==> src/rtl/alu_seq.sv <==
// rtl/alu_seq.sv - handshaked ALU with registered flags, accumulator and shift-add multiplier
module alu_seq #(
  parameter int WIDTH = 8,
  parameter int SHW   = $clog2(WIDTH)
) (
  input  logic             clk,
  input  logic             rst,
  input  logic             in_valid,
  output logic             in_ready,
  input  logic [3:0]       op,
  input  logic             use_acc,
  input  logic             acc_clr,
  input  logic [WIDTH-1:0] a,
  input  logic [WIDTH-1:0] b,
  output logic             out_valid,
  input  logic             out_ready,
  output logic [WIDTH-1:0] result,
  output logic             carry,
  output logic             ovf,
  output logic             zero,
  output logic             neg,
  output logic             err,
  output logic [WIDTH-1:0] acc
);

  localparam logic [3:0] OP_ADD = 4'd0;
  localparam logic [3:0] OP_SUB = 4'd1;
  localparam logic [3:0] OP_AND = 4'd2;
  localparam logic [3:0] OP_OR  = 4'd3;
  localparam logic [3:0] OP_XOR = 4'd4;
  localparam logic [3:0] OP_NOT = 4'd5;
  localparam logic [3:0] OP_SHL = 4'd6;
  localparam logic [3:0] OP_SHR = 4'd7;
  localparam logic [3:0] OP_MUL = 4'd8;

  localparam logic [SHW-1:0] CNT_LAST = SHW'(WIDTH - 1);

  typedef enum logic [1:0] {S_IDLE, S_BUSY, S_DONE} state_t;

  state_t             state;
  logic [WIDTH-1:0]   op_a;
  logic [SHW-1:0]     shamt;
  logic [WIDTH:0]     add_w;
  logic [WIDTH:0]     sub_w;
  logic [WIDTH:0]     shl_w;
  logic [WIDTH:0]     shr_w;
  logic [WIDTH-1:0]   alu_res;
  logic               alu_c;
  logic               alu_o;
  logic               alu_err;

  logic [2*WIDTH-1:0] prod;
  logic [2*WIDTH-1:0] mcand;
  logic [WIDTH-1:0]   mplier;
  logic [SHW-1:0]     cnt;
  logic [2*WIDTH-1:0] prod_next;
  logic [WIDTH-1:0]   mul_lo;
  logic               mul_hi_nz;

  assign in_ready = (state == S_IDLE);
  assign shamt    = b[SHW-1:0];

  // Operand A source: a same-cycle acc_clr makes the accumulator read as zero
  always_comb begin
    op_a = use_acc ? (acc_clr ? '0 : acc) : a;
  end

  // Single-cycle datapath evaluated on the accept cycle's inputs
  always_comb begin
    add_w   = {1'b0, op_a} + {1'b0, b};
    sub_w   = {1'b0, op_a} - {1'b0, b};
    shl_w   = {1'b0, op_a} << shamt;
    shr_w   = {op_a, 1'b0} >> shamt;
    alu_res = '0;
    alu_c   = 1'b0;
    alu_o   = 1'b0;
    alu_err = 1'b0;
    case (op)
      OP_ADD: begin
        alu_res = add_w[WIDTH-1:0];
        alu_c   = add_w[WIDTH];
        alu_o   = (op_a[WIDTH-1] == b[WIDTH-1]) && (add_w[WIDTH-1] != op_a[WIDTH-1]);
      end
      OP_SUB: begin
        alu_res = sub_w[WIDTH-1:0];
        alu_c   = sub_w[WIDTH];
        alu_o   = (op_a[WIDTH-1] != b[WIDTH-1]) && (sub_w[WIDTH-1] != op_a[WIDTH-1]);
      end
      OP_AND: alu_res = op_a & b;
      OP_OR:  alu_res = op_a | b;
      OP_XOR: alu_res = op_a ^ b;
      OP_NOT: alu_res = ~op_a;
      OP_SHL: begin
        // bit WIDTH of the widened shift holds the last bit pushed out
        alu_res = shl_w[WIDTH-1:0];
        alu_c   = shl_w[WIDTH];
      end
      OP_SHR: begin
        // bit 0 of the widened shift holds the last bit pushed out
        alu_res = shr_w[WIDTH:1];
        alu_c   = shr_w[0];
      end
      OP_MUL: alu_res = '0;
      default: alu_err = 1'b1;
    endcase
  end

  // Next partial product: add the shifted multiplicand when the current multiplier bit is set
  always_comb begin
    prod_next = prod + (mplier[0] ? mcand : '0);
    mul_lo    = prod_next[WIDTH-1:0];
    mul_hi_nz = |prod_next[2*WIDTH-1:WIDTH];
  end

  // Control FSM, result/flag registers, multiplier state and accumulator
  always_ff @(posedge clk) begin
    if (rst) begin
      state     <= S_IDLE;
      out_valid <= 1'b0;
      result    <= '0;
      carry     <= 1'b0;
      ovf       <= 1'b0;
      zero      <= 1'b0;
      neg       <= 1'b0;
      err       <= 1'b0;
      acc       <= '0;
      prod      <= '0;
      mcand     <= '0;
      mplier    <= '0;
      cnt       <= '0;
    end else begin
      case (state)
        S_IDLE: begin
          if (in_valid) begin
            if (op == OP_MUL) begin
              state  <= S_BUSY;
              prod   <= '0;
              mcand  <= {{WIDTH{1'b0}}, op_a};
              mplier <= b;
              cnt    <= '0;
              if (acc_clr) acc <= '0;
            end else begin
              state     <= S_DONE;
              out_valid <= 1'b1;
              result    <= alu_res;
              carry     <= alu_c;
              ovf       <= alu_o;
              zero      <= (alu_res == '0);
              neg       <= alu_res[WIDTH-1];
              err       <= alu_err;
              // result load beats acc_clr; illegal ops leave acc alone
              if (!alu_err)    acc <= alu_res;
              else if (acc_clr) acc <= '0;
            end
          end else if (acc_clr) begin
            acc <= '0;
          end
        end
        S_BUSY: begin
          prod   <= prod_next;
          mcand  <= mcand << 1;
          mplier <= mplier >> 1;
          cnt    <= cnt + SHW'(1);
          if (cnt == CNT_LAST) begin
            state     <= S_DONE;
            out_valid <= 1'b1;
            result    <= mul_lo;
            carry     <= mul_hi_nz;
            ovf       <= mul_hi_nz;
            zero      <= (mul_lo == '0);
            neg       <= mul_lo[WIDTH-1];
            err       <= 1'b0;
            acc       <= mul_lo;
          end else if (acc_clr) begin
            acc <= '0;
          end
        end
        S_DONE: begin
          if (out_ready) begin
            state     <= S_IDLE;
            out_valid <= 1'b0;
          end
          if (acc_clr) acc <= '0;
        end
        default: begin
          state     <= S_IDLE;
          out_valid <= 1'b0;
        end
      endcase
    end
  end

endmodule

==> config.mk <==
export PLATFORM = sky130hd
export DESIGN_NAME = alu_seq
export DESIGN_NICKNAME = d
export VERILOG_FILES = /design/src/rtl/alu_seq.sv
export SDC_FILE = /design/constraint.sdc
export NUM_CORES = 1
export LEC_CHECK = 0
export CORE_MARGIN = 2
export CORE_UTILIZATION = 50
export DETAILED_ROUTE_END_ITERATION = 10
export PLACE_DENSITY = 0.77
export RECOVER_POWER = 100
export SYNTH_ARGS = -nofsm -noshare
export SYNTH_HDL_FRONTEND = slang
export SYNTH_SLANG_ARGS = --single-unit
==> constraint.sdc <==
create_clock -name clk -period 3.2 [get_ports clk]
set_clock_uncertainty 0.1 [all_clocks]
set_input_delay 0.32 -clock clk [delete_from_list [all_inputs] [get_ports clk]]
set_output_delay 0.32 -clock clk [all_outputs]
set_load 0.01 [all_outputs]
Yosys cells after proc, flatten, opt, wreduce, memory -nomap -nowiden:

Cells that the tools add are included.
Widths: inputs -> output; s select.

* output and inout bits: 23
* register bits: 67

* eq/ne operators: 20
* reductions and logical operators: 14
* $add $sub $neg: 4
* muxes and demuxes: 57
* shifts and indexed selects: 2
* bitwise operators: 4

Operators by type and width (number)
* $mux 8: 11
* $mux 16: 5
* $pmux 16 s2: 2
* $pmux 8 s8: 1
* $pmux 8 s2: 2
* $pmux 8 s3: 1
* $mux 1: 19
* $add 16x16->16: 1
* $eq 4x3->1 const B: 4
* $logic_not 8->1: 2
* $pmux 1 s2: 6
* $add 8x8->9: 1
* $reduce_or 9->1: 1
* $shl 8x3->9: 1
* $shr 9x3->9: 1
* $sub 8x8->9: 1
* $and 8x8->8: 1
* $eq 4x2->1 const B: 2
* $mux 2: 4
* $ne 2x2->1 const B: 4
* $not 8->8: 1
* $or 8x8->8: 1
* $reduce_and 4->1: 2
* $reduce_or 8->1: 1
* other kinds (21): 26

Logic depth before layout (Yosys ltp):

* depth after elaboration: 9
* depth in mapped cells: 14
* depth with buffers taken out: 13

Worst setup path after synthesis:

No wires, ideal clock.

* path kind: input-to-reg
* start point: input port use_acc
* end point: register zero
* path buffers: 1
* library setup time: 76 ps
* slack: -78 ps
* stages: 12
* data required time: 3024 ps
* arrival time: 3103 ps
* path through: buf_4 > mux2i_1 > inv_1 > fa_1 > nand2b_1 > a21oi_1 > o31ai_1 > a221oi_1 > xnor2_1 > a211o_1 > or4_1 > o22ai_1

* word-level cells in the longest chain between the ends: 7
* elaborated cells between the ends (all ways): 14
* classes of those cells: 2 x add/sub; 2 x shift; 5 x mux; 4 x bitwise; 1 x reduce/logical

Ends and longest elaborated chain
* start: declaration: RTL line 11 `input logic use_acc,`
* $mux 8 *: RTL line 65 `op_a = use_acc ? (acc_clr ? '0 : acc) : a;`
* $sub 8x8->9, or another cell as far along: RTL line 71 `sub_w = {1'b0, op_a} - {1'b0, b};`
* $pmux 8 s8 *: RTL line 78 `case (op)`
* $logic_not 8->1 *: RTL line 148 `zero <= (alu_res == '0);`
* $mux 1 *: RTL line 135 `if (op == OP_MUL) begin`
* $mux 1 *: RTL line 134 `if (in_valid) begin`
* $pmux 1 s2 *: RTL line 132 `case (state)`
* end signal: assignment: RTL line 148
* end signal: assignment: RTL line 170 `zero <= (mul_lo == '0);`
* end: declaration: RTL line 20 `output logic zero,`

Every way passes the cells marked *; elsewhere a longest branch is shown, timed or not. The select of a mux whose other input is x is not followed.
A chain may end at the register's enable or synchronous reset.

Final worst setup path:

* start point: register acc[1]
* end point: register zero

* word-level cells in the longest chain between the ends: 8
* elaborated cells between the ends (all ways): 15
* classes of those cells: 2 x add/sub; 2 x shift; 6 x mux; 4 x bitwise; 1 x reduce/logical

Ends and longest elaborated chain
* start: declaration: RTL line 23 `output logic [WIDTH-1:0] acc`
* start signal: assignment: RTL line 152 `if (!alu_err) acc <= alu_res;`
* start signal: assignment: RTL line 173 `acc <= mul_lo;`
* $mux 8 *
* $mux 8 *: RTL line 65
* $sub 8x8->9, or another cell as far along: RTL line 71
* $pmux 8 s8 *: RTL line 78
* $logic_not 8->1 *: RTL line 148
* $mux 1 *: RTL line 135
* $mux 1 *: RTL line 134
* $pmux 1 s2 *: RTL line 132

Marks and branches as above.

==> results.sh <==
export IMPL_fill_cells=1052
export IMPL_gp_congestion=0.9890
export IMPL_max_freq_mhz=328.3
export IMPL_synth_fp_nets=896
export IMPL_cp_arrival_ns=3.20
export IMPL_wl_mm=20.40
export IMPL_cts_buffer_depth=2
export IMPL_worstPathRequired_ns=3.36
export IMPL_power_leakage_uw=0.003313
export IMPL_async_flop_share=0
export IMPL_finalInstanceArea_um2=7777
export IMPL_cp_end_kind="flop"
export IMPL_synth_fa_ha_area_frac=0.1067
export IMPL_period_needed_ns=3.046
export IMPL_synthSimpleGateAreaFrac=0.2484
export IMPL_port_buffers=48
export IMPL_synth_main_ff_cell="dfxtp_1"
export IMPL_r2r_slack_ns=0.15
export IMPL_first_pass_iters=5
export IMPL_n_antenna_cell=0
export IMPL_tightest_slew_ns=0.7837
export IMPL_ys_ff_latch=66
export IMPL_synth_compound_area_frac=0.2681
export IMPL_fin_setup_tns_ns=0
export IMPL_r2r_end="zero"
export IMPL_status="finished clean"
export IMPL_start_util=0.5101
export IMPL_num_rows=40
export IMPL_netlist_area_um2=6076
export IMPL_wl_met3_mm=1.639
export IMPL_ios=49
export IMPL_overflow=0
export IMPL_drt_iter0_drc=827
export IMPL_syn_to_final_growth_pct=28.01
export IMPL_dpl_cell_area_um2=7412
export IMPL_setup_violations=0
export IMPL_crit_type="flop to flop"
export IMPL_viasPerCell=6.201
export IMPL_start_kind="flop"
export IMPL_track_usage=0.3188
export IMPL_ir_drop_mv=0.3612
export IMPL_path_clk_slew_ns=0.06
export IMPL_regArea_um2=1324
export IMPL_routedWlPerCell_um=18.59
export IMPL_postCtsHoldBufs=0
export IMPL_synth_top_family_by_area="compound AO/OA/AOI/OAI gates"
export IMPL_clock_root_buffer="clkbuf_16"
export IMPL_mostFrequentLayoutCells="buf_4, nor2_1, a21oi_1"
export IMPL_synth_seq_area_share=0.2175
export IMPL_multi_input_area_um2=4423
export IMPL_slew_headroom=0.4775
export IMPL_drive_above_1_share=0.1863
export IMPL_drc=0
export IMPL_grt_max_degree=53
export IMPL_crit_fanout=3
export IMPL_cts_sinks=66
export IMPL_yosys_warnings=0
export IMPL_synthMuxAreaShare=0.06569
export IMPL_ctsHtreeMaxLevel=3
export IMPL_p_per_area_nw_per_um2=485.8
export IMPL_synth_edf_count=0
export IMPL_wl_met2_mm=9.464
export IMPL_nNetsFinal=1021
export IMPL_vias=6802
export IMPL_min_period_over_period=0.9519
export IMPL_topRoutingLayerUsed="met4"
export IMPL_cts_buffers=9
export IMPL_synth_avg_cell_area_um2=7.410
export IMPL_ff2ff_path_depth=12
export IMPL_cap_viol_max_count=0
export IMPL_worstHoldPathType="input port to flop"
export IMPL_clkLatencyLatePin_ns=0.34
export IMPL_die_area_um2=13050
export IMPL_synth_xor_area_frac=0.02739
export IMPL_die_w_um=114.2
export IMPL_cp_endpoint="zero"
export IMPL_hold_viol=0
export IMPL_coreArea_um2=11910
export IMPL_drv_slew=0
export IMPL_ant_nets=0
export IMPL_m1WireLength_mm=8.736
export IMPL_holdWs_ns=0.2404
export IMPL_grt_pass1_wl_mm=32.89
export IMPL_final_common_cell="buf_4"
export IMPL_dpl_hpwl_mm=15.41
export IMPL_post_synth_inst_count=820
export IMPL_crit_start="acc[1]"
export IMPL_antenna_found_initial=0
export IMPL_synth_cell_types=74
export IMPL_grt_pass1_vias=6244
export IMPL_r2r_start="acc[1]"
export IMPL_cts_tree="yes"
export IMPL_die_y_um=114.2
## timing repair
item,CTS,global route
resized for setup,4,23
pin swaps,0,10
buffers inserted,0,3
endpoints found under the setup margin,7,8
## metrics by stage
step | setup WS, ns | util | total power, uW | cells
final | 0.1538 | 0.6529 | 3778 | 1097
after global routing | -0.01008 | 0.6529 | 3992 | 1097
after CTS | 0.008976 | 0.6476 | 3787 | 1094
after detailed placement | -0.5386 | 0.6223 | 2777 | 1078
after global placement | -0.4947 | 0.6223 | 2759 | 1078
after floorplan | 0.01857 | - | 2051 | 820
## how the worst min path moves through the flow
stage               startpoint   endpoint  slack (ns)  depth (start not counted)
floorplan            mcand[15]  mcand[15]        0.33                          2
global placement     result[3]  result[3]        0.34                          2
global route               rst   prod[11]        0.25                          2
detailed placement      cnt[1]     cnt[1]        0.35                          2
CTS                        rst   prod[11]        0.23                          2
finish                     rst   prod[12]        0.24                          2
## cells in the mapped netlist (5+ instances only)
| cell | instances | area [um^2] |
|---|---|---|
| nor3_1 | 25 | 125.1 |
| o31ai_1 | 7 | 52.55 |
| a31oi_1 | 11 | 68.82 |
| o22ai_1 | 10 | 62.56 |
| mux2i_1 | 17 | 170.2 |
| nor2b_1 | 17 | 106.4 |
| o21ai_0 | 39 | 195.2 |
| buf_2 | 10 | 50.05 |
| nand2_1 | 73 | 274.0 |
| mux4_2 | 8 | 180.2 |
| nand3b_1 | 8 | 60.06 |
| xor2_1 | 8 | 70.07 |
| xnor2_1 | 11 | 96.34 |
| o211ai_1 | 8 | 60.06 |
| or3_1 | 8 | 50.05 |
| and2_1 | 15 | 93.84 |
| and3_1 | 6 | 37.54 |
| clkbuf_1 | 36 | 135.1 |
| dfxtp_1 | 66 | 1321 |
| a221oi_1 | 7 | 61.31 |
| a21oi_1 | 76 | 380.4 |
| a21o_1 | 7 | 52.55 |
| a211oi_1 | 21 | 157.7 |
| a22oi_1 | 8 | 60.06 |
| nand3_1 | 26 | 130.1 |
| inv_1 | 41 | 153.9 |
| ha_1 | 47 | 588.1 |
| a211o_1 | 8 | 70.07 |
| a311oi_1 | 5 | 43.79 |
| nand2b_1 | 14 | 87.58 |
| nor4_1 | 7 | 43.79 |
| nor2_1 | 87 | 326.6 |
| nand4_1 | 6 | 37.54 |
## sequential cells by signal, indices dropped and copies added (netlist names)
register and flops:
acc 8, carry 1, cnt 3, err 1, mcand 16, mplier 8
out_valid 1, ovf 1, prod 16, result 8, state 2, zero 1
## worst max-delay path: stages, from the launching register on
cell      delay (ns)
dfxtp_1         0.32
nor2b_2         0.17
mux2i_2         0.23
inv_2           0.09
ha_1            0.29
nand2b_1        0.17
a2111o_1        0.41
nand3_1         0.09
o21ai_0         0.09
xnor2_1         0.17
a21o_1          0.21
or4_1           0.46
o22ai_1         0.16
## metal layers
metal  vias up  global-route usage
li1       3253                   -
met1      3185              0.4331
met2       319              0.5151
met3        45             0.05453
met4         0              0.1049
met5         -                   0
## final cells by class
cell class	count	share of cell area
tap	147	0.02365
clock inverter	2	0.004505
sequential	66	0.1702
multi-input combinational	654	0.5687
clock buffer	14	0.03394
inverter	46	0.02220
timing repair buffer	168	0.1768
## power by group
part | switching [uW] | leakage, uW | internal [uW]
logic | 1010 | 0.00263 | 739
clock network | 361 | 0.000147 | 645
registers | 86.5 | 0.000536 | 938
total | 1460 | 0.00331 | 2320
## logic make-up (layout without fill, tap and decap cells)
logic type / Yosys count / in the layout
AOI/OAI and AO/OA: 247 / 247
adders and majority gates: 50 / 50
DFF: 66 / 66
and+or+nand+nor: 309 / 309
buffers and inverters: 100 / 230
muxes: 29 / 29
xor gates and xnor gates: 19 / 19
No activity file was read; power rests on OpenSTA's default activity.
